File: src/rtl/kat_pkg.sv
// rtl/kat_pkg.sv - shared encodings for the KAT violation logger; record width follows KAT_LOG_INST_EN
package kat_pkg;

    localparam logic [1:0] KIND_R  = 2'b01;
    localparam logic [1:0] KIND_J  = 2'b10;
    localparam logic [1:0] KIND_RJ = 2'b11;

    typedef enum logic [1:0] {
        NORMAL = 2'd0,
        ALERT  = 2'd1,
        HALT   = 2'd2
    } kat_state_e;

`ifdef KAT_LOG_INST_EN
    localparam int REC_W = 2 + 32 + 32;
`else
    localparam int REC_W = 2 + 32;
`endif

endpackage

File: src/rtl/kat_sync_fifo.sv
// rtl/kat_sync_fifo.sv - synchronous FIFO; a push is accepted when full if a pop happens in the same cycle
module kat_sync_fifo #(
    parameter int WIDTH = 34,
    parameter int DEPTH = 8
) (
    input  logic             clk,
    input  logic             rst_n,
    input  logic             push_i,
    input  logic [WIDTH-1:0] push_data_i,
    input  logic             pop_i,
    output logic [WIDTH-1:0] head_o,
    output logic             full_o,
    output logic             empty_o
);
    localparam int AW = (DEPTH > 1) ? $clog2(DEPTH) : 1;
    localparam logic [AW:0] PTR_ONE = (AW + 1)'(1);

    logic [WIDTH-1:0] mem_q [DEPTH];
    logic [AW:0]      wr_ptr_q, wr_ptr_d;
    logic [AW:0]      rd_ptr_q, rd_ptr_d;
    logic             do_push;
    logic             do_pop;

    // Extra pointer MSB distinguishes full from empty when the indices match.
    assign empty_o = (wr_ptr_q == rd_ptr_q);
    assign full_o  = (wr_ptr_q[AW-1:0] == rd_ptr_q[AW-1:0]) && (wr_ptr_q[AW] != rd_ptr_q[AW]);
    assign do_pop  = pop_i && !empty_o;
    assign do_push = push_i && (!full_o || do_pop);
    assign head_o  = mem_q[rd_ptr_q[AW-1:0]];

    always_comb begin
        wr_ptr_d = wr_ptr_q;
        rd_ptr_d = rd_ptr_q;
        if (do_push) begin
            wr_ptr_d = wr_ptr_q + PTR_ONE;
        end
        if (do_pop) begin
            rd_ptr_d = rd_ptr_q + PTR_ONE;
        end
    end

    always_ff @(posedge clk or negedge rst_n) begin
        if (!rst_n) begin
            wr_ptr_q <= '0;
            rd_ptr_q <= '0;
        end else begin
            wr_ptr_q <= wr_ptr_d;
            rd_ptr_q <= rd_ptr_d;
        end
    end

    // Storage is reset so the head reads as zero straight out of reset.
    always_ff @(posedge clk or negedge rst_n) begin
        if (!rst_n) begin
            for (int i = 0; i < DEPTH; i++) begin
                mem_q[i] <= '0;
            end
        end else if (do_push) begin
            mem_q[wr_ptr_q[AW-1:0]] <= push_data_i;
        end
    end

endmodule

File: src/rtl/kat_violation_logger.sv
// rtl/kat_violation_logger.sv - aligns KAT monitor flags, logs violation records, escalates irq/halt; KAT_LOG_INST_EN keeps inst
module kat_violation_logger
    import kat_pkg::*;
#(
    parameter int DEPTH       = 8,
    parameter int HALT_THRESH = 4
) (
    input  logic        clk,
    input  logic        rst_n,
    input  logic        in_valid,
    input  logic [31:0] pc,
    input  logic [31:0] inst,
    input  logic        r,
    input  logic        j,
    output logic        rd_valid,
    input  logic        rd_ready,
    output logic [1:0]  rd_kind,
    output logic [31:0] rd_pc,
    output logic [31:0] rd_inst,
    output logic        irq,
    output logic        halt,
    input  logic        halt_clr,
    output logic        overflow,
    output logic [7:0]  drop_cnt
);
    localparam logic [7:0] THRESH = 8'(HALT_THRESH);

    logic        s1_valid_q, s2_valid_q;
    logic [31:0] s1_pc_q, s2_pc_q;
`ifdef KAT_LOG_INST_EN
    logic [31:0] s1_inst_q, s2_inst_q;
`else
    logic        unused_inst;
    assign unused_inst = ^inst;
`endif

    logic             ev, pop, drop;
    logic             fifo_full, fifo_empty;
    logic [1:0]       ev_kind;
    logic [REC_W-1:0] ev_rec, head_rec;

    logic [7:0] jcnt_q, jcnt_d;
    logic [7:0] drop_cnt_q, drop_cnt_d;
    logic       overflow_q, overflow_d;
    logic       alert_cond;
    kat_state_e state_q, state_d;

    // Two stages so s2 lines up with the monitor's registered flags.
    always_ff @(posedge clk or negedge rst_n) begin
        if (!rst_n) begin
            s1_valid_q <= 1'b0;
            s1_pc_q    <= '0;
            s2_valid_q <= 1'b0;
            s2_pc_q    <= '0;
        end else begin
            s1_valid_q <= in_valid;
            s1_pc_q    <= pc;
            s2_valid_q <= s1_valid_q;
            s2_pc_q    <= s1_pc_q;
        end
    end

`ifdef KAT_LOG_INST_EN
    always_ff @(posedge clk or negedge rst_n) begin
        if (!rst_n) begin
            s1_inst_q <= '0;
            s2_inst_q <= '0;
        end else begin
            s1_inst_q <= inst;
            s2_inst_q <= s1_inst_q;
        end
    end
    assign ev_rec = {ev_kind, s2_pc_q, s2_inst_q};
`else
    assign ev_rec = {ev_kind, s2_pc_q};
`endif

    // A held monitor flag only counts against a qualified s2 slot.
    assign ev      = s2_valid_q && (r || j);
    assign ev_kind = {j, r};
    assign pop     = !fifo_empty && rd_ready;
    assign drop    = ev && fifo_full && !pop;

    kat_sync_fifo #(
        .WIDTH (REC_W),
        .DEPTH (DEPTH)
    ) u_fifo (
        .clk         (clk),
        .rst_n       (rst_n),
        .push_i      (ev),
        .push_data_i (ev_rec),
        .pop_i       (pop),
        .head_o      (head_rec),
        .full_o      (fifo_full),
        .empty_o     (fifo_empty)
    );

    assign rd_valid = !fifo_empty;
    assign rd_kind  = head_rec[REC_W-1 -: 2];
    assign rd_pc    = head_rec[REC_W-3 -: 32];
`ifdef KAT_LOG_INST_EN
    assign rd_inst  = head_rec[31:0];
`else
    assign rd_inst  = '0;
`endif

    always_comb begin
        overflow_d = overflow_q;
        drop_cnt_d = drop_cnt_q;
        if (drop) begin
            overflow_d = 1'b1;
            if (drop_cnt_q != 8'hFF) begin
                drop_cnt_d = drop_cnt_q + 8'd1;
            end
        end
    end

    // A clear from HALT beats a same-cycle jump event; the event itself is still logged.
    always_comb begin
        jcnt_d = jcnt_q;
        if ((state_q == HALT) && halt_clr) begin
            jcnt_d = '0;
        end else if (ev && j && (jcnt_q < THRESH)) begin
            jcnt_d = jcnt_q + 8'd1;
        end
    end

    always_comb begin
        alert_cond = !fifo_empty || overflow_q;
        state_d    = state_q;
        case (state_q)
            HALT: begin
                if (halt_clr) begin
                    state_d = alert_cond ? ALERT : NORMAL;
                end
            end
            default: begin
                if (jcnt_q >= THRESH) begin
                    state_d = HALT;
                end else begin
                    state_d = alert_cond ? ALERT : NORMAL;
                end
            end
        endcase
    end

    always_ff @(posedge clk or negedge rst_n) begin
        if (!rst_n) begin
            jcnt_q     <= '0;
            drop_cnt_q <= '0;
            overflow_q <= 1'b0;
            state_q    <= NORMAL;
        end else begin
            jcnt_q     <= jcnt_d;
            drop_cnt_q <= drop_cnt_d;
            overflow_q <= overflow_d;
            state_q    <= state_d;
        end
    end

    assign irq      = (state_q != NORMAL);
    assign halt     = (state_q == HALT);
    assign overflow = overflow_q;
    assign drop_cnt = drop_cnt_q;

endmodule

File: config.mk
export PLATFORM = sky130hd
export DESIGN_NAME = kat_violation_logger
export DESIGN_NICKNAME = d
export VERILOG_FILES = /design/src/rtl/kat_pkg.sv /design/src/rtl/kat_sync_fifo.sv /design/src/rtl/kat_violation_logger.sv
export SDC_FILE = /design/constraint.sdc
export NUM_CORES = 1
export LEC_CHECK = 0
export ABC_CLOCK_PERIOD_IN_PS = 2600
export CORE_UTILIZATION = 57
export CTS_CLUSTER_DIAMETER = 40
export DETAILED_ROUTE_END_ITERATION = 10
export PLACE_DENSITY = 0.86
export SETUP_SLACK_MARGIN = 0.05
export SYNTH_ARGS = -nofsm -noshare
export SYNTH_HDL_FRONTEND = slang
export SYNTH_SLANG_ARGS = --single-unit
File: constraint.sdc
create_clock -name clk -period 2.6 [get_ports clk]
set_input_delay 0.52 -clock clk [delete_from_list [all_inputs] [get_ports clk]]
set_output_delay 0.52 -clock clk [all_outputs]
set_load 0.01 [all_outputs]
==> results of run 1 <==
==> kinds of logic (layout without fill, tap and decap cells) <==
group / Yosys count / after routing / synth area share
flops: 365 / 365 / 0.5904
buf+inv: 123 / 236 / 0.05128
xor+xnor: 17 / 17 / 0.01011
compound gates: 301 / 301 / 0.1771
simple gates: 117 / 117 / 0.04020
other cells: 1 / 33 / 0.0002424
mux: 106 / 106 / 0.1266
fa+ha+maj: 5 / 5 / 0.004044
==> registers in the layout, summed over array words and instances, names as in the netlist <==
name             count
jcnt_q               8
drop_cnt             8
state_q              2
s1_pc_q             32
s1_valid_q           1
u_fifo.wr_ptr_q      4
overflow             1
s2_pc_q             32
s2_valid_q           1
u_fifo.mem_q       272
u_fifo.rd_ptr_q      4
==> worst reg2reg max path: stages, from the launching register on <==
cell,delay (ns)
dfrtp_4,0.50
buf_6,0.15
buf_6,0.15
buf_8,0.14
xnor2_4,0.16
buf_4,0.14
nand3_1,0.19
buf_4,0.25
o2111ai_4,0.22
buf_6,0.33
o2bb2ai_1,0.22
==> per-stage QoR <==
stage	setup WS [ns]	hold WS [ns]	util	std cells	power, mW
after CTS	-0.2638	0.3380	0.7104	1517	26.76
after global placement	0.02611	0.3323	0.6378	1420	18.99
after floorplan	0.4984	0.2244	-	1066	15.67
after global routing	-0.2271	0.3490	0.7070	1514	27.93
final	-0.1844	0.3449	0.7071	1515	26.83
after detailed placement	0.01447	0.3347	0.6378	1420	19.39
==> power breakdown <==
group          internal, mW  switching, mW
combinational          6.36           5.14
clock                  3.44           2.51
sequential             7.88           1.49
==> cells in the mapped netlist (4+ instances only) <==
master / instances
o2bb2ai_1: 126
o2bb2ai_2: 10
ha_1: 5
and2_1: 7
buf_2: 46
buf_6: 17
mux2_2: 34
a21o_1: 4
xnor2_1: 15
dfrtp_1: 365
nand2_1: 42
nor2b_1: 38
nand3_1: 5
buf_4: 39
a22o_1: 136
nor2_1: 7
clkbuf_1: 16
mux4_2: 68
==> final cells by class <==
type / instances / area, µm²
repair buffers: 152 / 1819
well taps: 335 / 419.2
flip-flops and latches: 365 / 9140
clock inverters: 24 / 231.5
diodes: 1 / 2.502
inverters: 3 / 11.26
fillers: 1594 / 7719
multi-input cells: 578 / 5812
clock buffers: 57 / 1200
==> layer usage <==
layer,part of all wire,GRT usage,up-vias,routed length [µm]
li1,-,-,4134,-
met1,0.38,0.4009,5390,15390
met2,0.48,0.4761,718,19440
met3,0.094,0.07010,158,3809
met4,0.046,0.1574,0,1848
met5,0,0,-,0
==> path summary, 6_finish.rpt <==
kind / start / to / slack, ns / cells past startpoint
setup / recovery: u_fifo.rd_ptr_q[0] / rd_pc[7] / -0.18 / 6
hold / removal: s1_pc_q[23] / s2_pc_q[23] / 0.34 / 0
setup reg to reg: u_fifo.rd_ptr_q[0] / u_fifo.mem_q[148] / 0.08 / 10
hold reg to reg: s1_pc_q[23] / s2_pc_q[23] / 0.34 / 0
max in group asynchronous: rst_n / u_fifo.mem_q[240] / 1.16 / 3
min in group asynchronous: rst_n / u_fifo.mem_q[26] / 0.53 / 2
==> timing repair <==
item | CTS | global route
cloned | 5 | 0
setup buffers | 10 | 2
gates resized for setup | 226 | 3
setup endpoints to repair | 35 | 185
hold buffers | 1 | 0
endpoints found under the hold margin | 58 | 0
pin swaps | 1 | 0
==> qor.csv, run 1 <==
stage;metric;value;unit
setup_path;dominant cell type by count on the critical path;buf_6;
setup_path;Setup crit start kind;flip-flop;
finish;Layout area overhead;20.46;%
setup_path;critical-path cell with the highest stage delay;dfrtp_4;
run_status;violations in the final reports;setup timing;
die;Die Height;166.7;µm
global_routing;all-layer global routing usage;0.3038;
logic_synthesis;Syn. warnings;0;
run_status;run status;complete, but fails checks;
clocking;clock latency reported for the late side of the worst-skew pair;0.56;ns
logic_synthesis;count of flip-flops with a built-in enable after synthesis;0;
setup_path;CP Data Arrival Time;2.26;ns
sta;Clock Skew;0.02246;ns
logic_synthesis;top flip-flop cell by instance count after synthesis;dfrtp_1;
sta;count of endpoints failing setup in the final report;34;
logic_synthesis;netlist area before placement;15470;µm²
placement;Final Wtd Congestion;0.8055;
logic_synthesis;cells taking the most area after synthesis;dfrtp_1, mux4_2, a22o_1, o2bb2ai_1, mux2_2;
placement;final HPWL from detailed placement;21440;µm
clocking;TritonCTS buffer count;44;
logic_synthesis;library cells used by synthesis;50;
logic_synthesis;share of flip-flops with an asynchronous set or reset after synthesis;1.000;
sta;slew of the pin with the lowest slew margin;0.6641;ns
detailed_routing;average wire per standard cell;26.72;µm
detailed_routing;starting DRC count in detailed routing;1061;
setup_path;CP required;2.08;ns
sta;number of max-slew violations in the final report;0;
logic_synthesis;Mapped Cells;1035;
finish;most frequent cells in the layout;dfrtp_1, a22o_1, o2bb2ai_1;
sta;crit share post-route;1.071;
finish;Total Nets Final;1220;
finish;post-route standard cell area excluding fillers;18640;µm²
detailed_routing;post-detailed-routing wire length;40490;µm
clocking;clock transition at the registers of the reported paths;0.06;ns
placement;instance area at placement;16810;µm²
setup_path;Setup Crit Path Kind;flip-flop to primary output;
global_routing;largest net degree at the start of global routing;81;
detailed_routing;number of vias after detailed routing;10400;
sta;setup repair after global routing missed its margin;true;
global_routing;wire length of the first global-routing pass;64500;µm
detailed_routing;DRC;0;
clocking;CTS tree;done;
pwr;leakage power summed over all cells;8.255;nW
die;placement row count;59;
clocking;root cell of the clock tree;clkbuf_16;
setup_path;crit-path leading delay family;multiplexers;
worst_hold_path;worst min-delay path class;flip-flop to flip-flop;
detailed_routing;first-pass detailed-route iteration total;6;
clocking;CTS sink cnt;365;
detailed_routing;routed vias/inst;6.865;
global_routing;via count of the first global-routing pass;11130;
logic_synthesis;Post-Syn Area per Cell;14.95;µm²
sta;highest attainable clock frequency;359.1;MHz
die;Initial Utilization;0.5870;
die;core region area;26350;µm²
setup_path;crit path max fanout;7;
flow_run;max-capacitance violation count;0;
pwr;Worst VDD drop;0.6122;mV
die;die boundary width;166.7;µm
setup_path;slowest stage delay, CP;0.50;ns
setup_path;crit path cell chain;buf_6 -> buf_12 -> buf_6 -> mux4_2 -> mux2_4 -> buf_6;
sta;Relative slew margins;0.5573;
logic_synthesis;cell type with the largest total area after synthesis;dfrtp_1;
setup_path;number of buffer and inverter instances along the worst setup path;4;
global_routing;number of antenna violations at the first check in global routing;1;
die;I/O pin total;149;
finish;fraction of final layout cells with drive strength greater than 1;0.2621;
sta;final setup slack of the worst path;-0.1844;ns
sta;number of endpoints with negative hold slack in the final report;0;
logic_synthesis;number of register bits inferred by synthesis;365;
clocking;number of levels in the clock H-tree;2;
pwr;PwrDens;1440;nW/µm²
logic_synthesis;register area share after synthesis;0.5904;
sta;min Tclk post-route;2.784;ns
sta;Sum Neg Setup Slack;-4.607;ns
logic_synthesis;portion of synthesized cell area occupied by the leading cell type;0.5904;
die;full die area;27800;µm²
detailed_routing;Antenna Nets Post-Route;0;
global_routing;aggregate global routing overflow;0;
clocking;buffers from clock root to sink, at most;3;
setup_path;type of element capturing the critical path;primary output;
placement;count of input and output buffers;84;
finish;most frequent standard cell in the layout excluding fill and tap cells;dfrtp_1;
Power figures use the tool's default switching activity.
==> run 2, diff against run 1 <==
Settings changed: CTS_CLUSTER_DIAMETER 40 to 100, REMOVE_ABC_BUFFERS from default to 1.
==> run 2 against run 1 <==
The run ends with hold timing, setup timing left. Power decreased by 1.2%. Final cell count about the same. Flip-flop and latch count unchanged. Register-to-register slack lost 0.04 ns. Count of clock-buffer cells in the layout increased by 1. Hold slack worse by 0.35 ns. Via count rose by 0.75%. Critical path depth stayed put. Clock skew increased by 0.0062 ns. Critical path type unchanged. Critical endpoint is now rd_pc[1]. Highest routed layer unchanged.
==> qor.csv, run 2 (same netlist as run 1, synthesis figures left out) <==
stage;metric;value;unit;change
finish;most frequent cells in the layout;dfrtp_1, a22o_1, o2bb2ai_1;;unchanged
detailed_routing;number of vias after detailed routing;10480;;was 10400
setup_path;FF-to-FF setup slack;0.04;ns;was 0.08 ns
detailed_routing;Antenna Nets Post-Route;0;;unchanged
setup_path;worst-case reg-to-reg path depth;10;;unchanged
clocking;root cell of the clock tree;clkbuf_16;;unchanged
clocking;buffers from clock root to sink, at most;3;;unchanged
sta;hold slack final;-0.009124;ns;was 0.3449 ns
global_routing;largest net degree at the start of global routing;77;;was 81
finish;count of inserted antenna diode cells;0;;was 1
clocking;clock latency reported for the late side of the worst-skew pair;0.54;ns;was 0.56 ns
die;Die Height;166.7;µm;unchanged
sta;highest attainable clock frequency;348.3;MHz;was 359.1 MHz
setup_path;CP required;2.08;ns;about the same
clocking;CTS tree;done;;unchanged
clocking;clock transition at the registers of the reported paths;0.06;ns;about the same
finish;fraction of final layout cells with drive strength greater than 1;0.2633;;was 0.2621
setup_path;critical-path cell with the highest stage delay;dfrtp_4;;unchanged
setup_path;slowest stage delay, CP;0.52;ns;was 0.50 ns
die;I/O pin total;149;;unchanged
die;placement row count;59;;unchanged
die;full die area;27800;µm²;unchanged
setup_path;crit-path leading delay family;multiplexers;;unchanged
finish;Layout area overhead;20.01;%;was 20.46%
flow_run;max-capacitance violation count;0;;unchanged
setup_path;number of buffer and inverter instances along the worst setup path;4;;unchanged
pwr;leakage power summed over all cells;8.219;nW;was 8.255 nW
sta;slew of the pin with the lowest slew margin;0.6742;ns;was 0.6641 ns
sta;count of endpoints failing setup in the final report;35;;was 34
detailed_routing;average wire per standard cell;27.63;µm;was 26.72 µm
detailed_routing;routed vias/inst;6.912;;was 6.865
clocking;number of levels in the clock H-tree;2;;unchanged
finish;post-route standard cell area excluding fillers;18570;µm²;was 18640 µm²
run_status;run status;complete, but fails checks;;unchanged
sta;number of endpoints with negative hold slack in the final report;14;;was 0
finish;max FFs per register;272;;unchanged
placement;count of input and output buffers;84;;unchanged
clocking;TritonCTS buffer count;38;;was 44
sta;min Tclk post-route;2.871;ns;was 2.784 ns
global_routing;number of antenna violations at the first check in global routing;0;;was 1
detailed_routing;post-detailed-routing wire length;41880;µm;was 40490 µm
sta;final setup slack of the worst path;-0.2710;ns;was -0.1844 ns
sta;number of max-slew violations in the final report;0;;unchanged
setup_path;crit path max fanout;8;;was 7
placement;final HPWL from detailed placement;22140;µm;was 21440 µm
setup_path;beginning of the worst register-to-register path;u_fifo.rd_ptr_q[0];;unchanged
finish;Total Nets Final;1232;;was 1220
placement;instance area at placement;16830;µm²;was 16810 µm²
sta;crit share post-route;1.104;;was 1.071
global_routing;wire length of the first global-routing pass;64780;µm;was 64500 µm
setup_path;type of element capturing the critical path;primary output;;unchanged
global_routing;all-layer global routing usage;0.3082;;was 0.3038
setup_path;critical register-to-register path endpoint;u_fifo.mem_q[127];;was u_fifo.mem_q[148]
placement;worst slack at placement;0.01099;ns;was 0.01447 ns
finish;Largest regs;u_fifo.mem_q (272), s1_pc_q (32), s2_pc_q (32);;unchanged
detailed_routing;starting DRC count in detailed routing;1259;;was 1061
sta;Clock Skew;0.02863;ns;was 0.02246 ns
setup_path;dominant cell type by count on the critical path;buf_12;;was buf_6
finish;largest register by flop count;u_fifo.mem_q;;unchanged
die;core region area;26350;µm²;unchanged
die;die boundary width;166.7;µm;unchanged
setup_path;Setup Crit Path Kind;flip-flop to primary output;;unchanged
run_status;violations in the final reports;hold timing, setup timing;;was setup timing
sta;Relative slew margins;0.5506;;was 0.5573
setup_path;crit path cell chain;buf_12 -> buf_12 -> buf_8 -> mux4_2 -> mux2_4 -> buf_6;;was buf_6 -> buf_12 -> buf_6 -> mux4_2 -> mux2_4 -> buf_6
clocking;CTS sink cnt;365;;unchanged
setup_path;CP Data Arrival Time;2.35;ns;was 2.26 ns
pwr;Tot Pwr;26.52;mW;was 26.83 mW
pwr;PwrDens;1428;nW/µm²;was 1440 nW/µm²
global_routing;via count of the first global-routing pass;11210;;was 11130
finish;most frequent standard cell in the layout excluding fill and tap cells;dfrtp_1;;unchanged
worst_hold_path;worst min-delay path class;input port to async pin;;was flip-flop to flip-flop
global_routing;aggregate global routing overflow;0;;unchanged
setup_path;Setup crit start kind;flip-flop;;unchanged
sta;setup repair after global routing missed its margin;true;;unchanged
detailed_routing;DRC;0;;unchanged
detailed_routing;first-pass detailed-route iteration total;5;;was 6
pwr;Worst VDD drop;0.8266;mV;was 0.6122 mV
die;Initial Utilization;0.5870;;unchanged
placement;Final Wtd Congestion;0.8429;;was 0.8055
[run 2: cell types whose count changed in the layout (fill, tap and decap cells not counted), sizes merged]
| cell | delta |
|---|---|
| clkinv | -9 |
| clkbuf | +4 |
| inv | -7 |
| diode | -1 |
| dlygate4sd3 | -1 |
| buf | +16 |
| clkinvlp | -1 |
[run 2: cell type report]
class	instances	area (µm²)
inverters	3	11.26
flip-flops and latches	365	9141
fillers	1574	7789
well taps	335	419.2
clock inverters	7	75.07
multi-input cells	578	5802
clock buffers	58	1136
repair buffers	170	1981
[run 2: routing by layer]
layer / vias up / routed length, µm / part of all wire / track usage
li1: 4159 / - / - / -
met1: 5387 / 15570 / 0.37 / 0.4016
met2: 807 / 19940 / 0.48 / 0.4766
met3: 125 / 4695 / 0.11 / 0.09125
met4: 0 / 1681 / 0.040 / 0.1522
met5: - / 0 / 0 / 0
[run 2: what timing repair did]
action / 4_1_cts / 5_1_grt
cloned: 5 / 1
hold buffers: 0 / 0
setup buffers: 12 / 6
pin swaps: 1 / 1
resized for setup: 204 / 23
endpoints found under the setup margin: 35 / 35
[run 2: how the worst max path moves through the flow]
stage                       start                 to  slack [ns]  cells after the start
5_1_grt        u_fifo.rd_ptr_q[0]           rd_pc[1]       -0.30                      6
3_5_place_dp                    j  u_fifo.mem_q[245]        0.01                      6
4_1_cts        u_fifo.rd_ptr_q[0]          rd_pc[27]       -0.26                      5
2_1_floorplan  u_fifo.rd_ptr_q[0]    u_fifo.mem_q[0]       -2.21                      4
6_report       u_fifo.rd_ptr_q[0]           rd_pc[1]       -0.27                      6
3_3_place_gp   u_fifo.rd_ptr_q[0]          rd_pc[14]        0.02                      4
[run 2: worst register-to-register path, cell delays in order, from the launching register on]
cell and delay, ns:
dfrtp_4 0.52, buf_4 0.15, buf_8 0.13, buf_16 0.14, buf_8 0.13, xnor2_4 0.12
and3_4 0.18, buf_4 0.19, a211o_1 0.32, buf_12 0.20, a22o_1 0.33
[run 2: through the flow]
| step | TNS [ns] | utilization | std cells |
|---|---|---|---|
| 2_1_floorplan | -614.25 | - | 946 |
| 6_report | -6.872 | 0.7045 | 1516 |
| 5_1_grt | -8.152 | 0.7045 | 1516 |
| 3_3_place_gp | 0 | 0.6386 | 1431 |
| 3_5_place_dp | 0 | 0.6386 | 1431 |
| 4_1_cts | -6.909 | 0.7012 | 1512 |
[run 2: report_power, final]
part	switching (mW)	total, mW	internal, mW
combinational	5.31	11.8	6.50
sequential	1.52	9.40	7.88
clock	2.20	5.30	3.11
total	9.03	26.5	17.5
==> patch: new RTL, config.mk and constraints of run 2 <==
`DEPTH` is set to 8 in 2 places; all go to 16.
--- a/src/rtl/kat_sync_fifo.sv
+++ b/src/rtl/kat_sync_fifo.sv
@@ -1,7 +1,7 @@
 // rtl/kat_sync_fifo.sv - synchronous FIFO; a push is accepted when full if a pop happens in the same cycle
 module kat_sync_fifo #(
     parameter int WIDTH = 34,
-    parameter int DEPTH = 8
+    parameter int DEPTH = 16
 ) (
     input  logic             clk,
     input  logic             rst_n,
--- a/src/rtl/kat_violation_logger.sv
+++ b/src/rtl/kat_violation_logger.sv
@@ -2,7 +2,7 @@
 module kat_violation_logger
     import kat_pkg::*;
 #(
-    parameter int DEPTH       = 8,
+    parameter int DEPTH       = 16,
     parameter int HALT_THRESH = 4
 ) (
     input  logic        clk,
Formal check against the unedited RTL: same outputs for any inputs over 4 cycles, from zero or initial values and one cycle with rst_n low; that may be too few to reach the edited logic, so the function may still have changed.
==> patch against run 2 <==
The flow finishes with violations (negative setup slack); synthesized area up 94%; wire length is 100% higher; non-clock buffer count up 104; synthesized cell count is 66% higher; sequential power rose by 84%; clock power is 85% higher; die area increased by 92%; via count rose by 64%; sequential cell count up 274; total power increased by 81%; final area increased by 94%; setup slack worse by 0.24 ns; critical path type unchanged; critical endpoint is now rd_pc[0]; largest cell class unchanged.
==> patch: results (changes against run 2) <==
The run finished, with violations left. The checks that failed: negative setup slack. The final-report setup violation count came out at 257 (+630%). The capture point of the worst reg-to-reg path is u_fifo.mem_q[38]. The peak per-stage delay on the critical path came to 0.54 ns (+0.02 ns).

The number of fill cells came to 2943 (+87%). The total placed cells including tap cells is 2452 (+71%). The smallest setup slack after layout came out at -0.516 ns (-0.245 ns).

The mux contribution to synthesized area came out at 0.365 (+0.238). The placement-stage cell area was 31900 um^2 (+90%). The actual slew at the worst max-slew pin is 0.755 ns (+0.0805 ns).

The pin count of the biggest net entering global routing came out at 95 (+23%). The number of buffers created by CTS is 67 (+76%). The global placement routability congestion came to 0.800 (-5.1%).

The average wire length per cell after detail routing is 32.1 um (+16%). The per-instance average area after synthesis is 17.4 um^2 (+16%). The setup TNS after final layout is -22.05 ns (-15.18 ns). In this design, the largest share of critical-path delay is due to buffers and inverters.

The data arrival time of the critical path is 2.60 ns (+0.25 ns). The number of iterations in the first detailed-routing pass is 7 (+2). The largest registers in the layout are u_fifo.mem_q: 544 flops, s1_pc_q: 32 flops, s2_pc_q: 32 flops. The placed wire-length estimate after detailed placement is 40.0 mm (+81%). The total global routing track utilization is 0.292 (-0.0159).

The global-route wire length before repair came out at 116 mm (+79%). The static power due to leakage came to 16.2 nW (+97%). The number of standard cells in the layout, taps in and fillers out is 2635 (+74%). The post-placement setup slack came out at -0.195 ns (-0.206 ns). The xor/xnor cell area share of the yosys netlist came out at 0.00660 (-0.00351).

The distinct cell type count of the synthesized netlist is 41 (-18%). The hold slack is 0.334 ns (+0.343 ns).
patch: cell families (layout without fill, tap and decap cells):
kind of cell    after synthesis  after routing
mux                         684            684
flops                       639            639
buf+inv                     190            394
simple gates                102            102
compound gates               76             76
xor+xnor                     20             20
fa+ha+maj                     8              8
other cells                   1             32
patch: report_power, final:
group          internal, mW  switching, mW  leakage [nW]
Combinational          12.6           8.27          7.09
Sequential             14.1           3.28          7.97
Clock                  5.65           4.15          1.09
patch: final cells by class:
| type | count | area [um^2] | share of cell area |
|---|---|---|---|
| timing repair buffer | 274 | 3790 | 0.105 |
| clock buffer | 94 | 1990 | 0.0552 |
| sequential | 639 | 16000 | 0.444 |
| inverter | 8 | 30.0 | 0.000833 |
| tap | 680 | 851 | 0.0236 |
| multi-input combinational | 922 | 13200 | 0.365 |
| clock inverter | 18 | 213 | 0.00590 |
patch: how the worst max path moves through the flow:
stage                     cells past startpoint                end
after detailed placement                      6          rd_pc[11]
after global placement                        6          rd_pc[19]
after floorplan                               5  u_fifo.mem_q[136]
after global routing                          7          rd_pc[14]
after CTS                                     7           rd_pc[5]
final                                         7           rd_pc[0]
patch: repair_timing:
action | in CTS | in global routing
gates cloned | 11 | 18
hold buffers | 1 | 0
hold endpoints to repair | 48 | 0
pin swaps | 68 | 40
gates resized for setup | 259 | 132
setup endpoints to repair | 50 | 528
setup buffers | 25 | 27
patch: routing by layer:
layer,wire length [um],vias to the layer above,GRT usage
li1,-,6597,-
met1,31400,9276,0.374
met2,41900,966,0.472
met3,6100,352,0.0674
met4,5150,0,0.142
met5,0,-,0
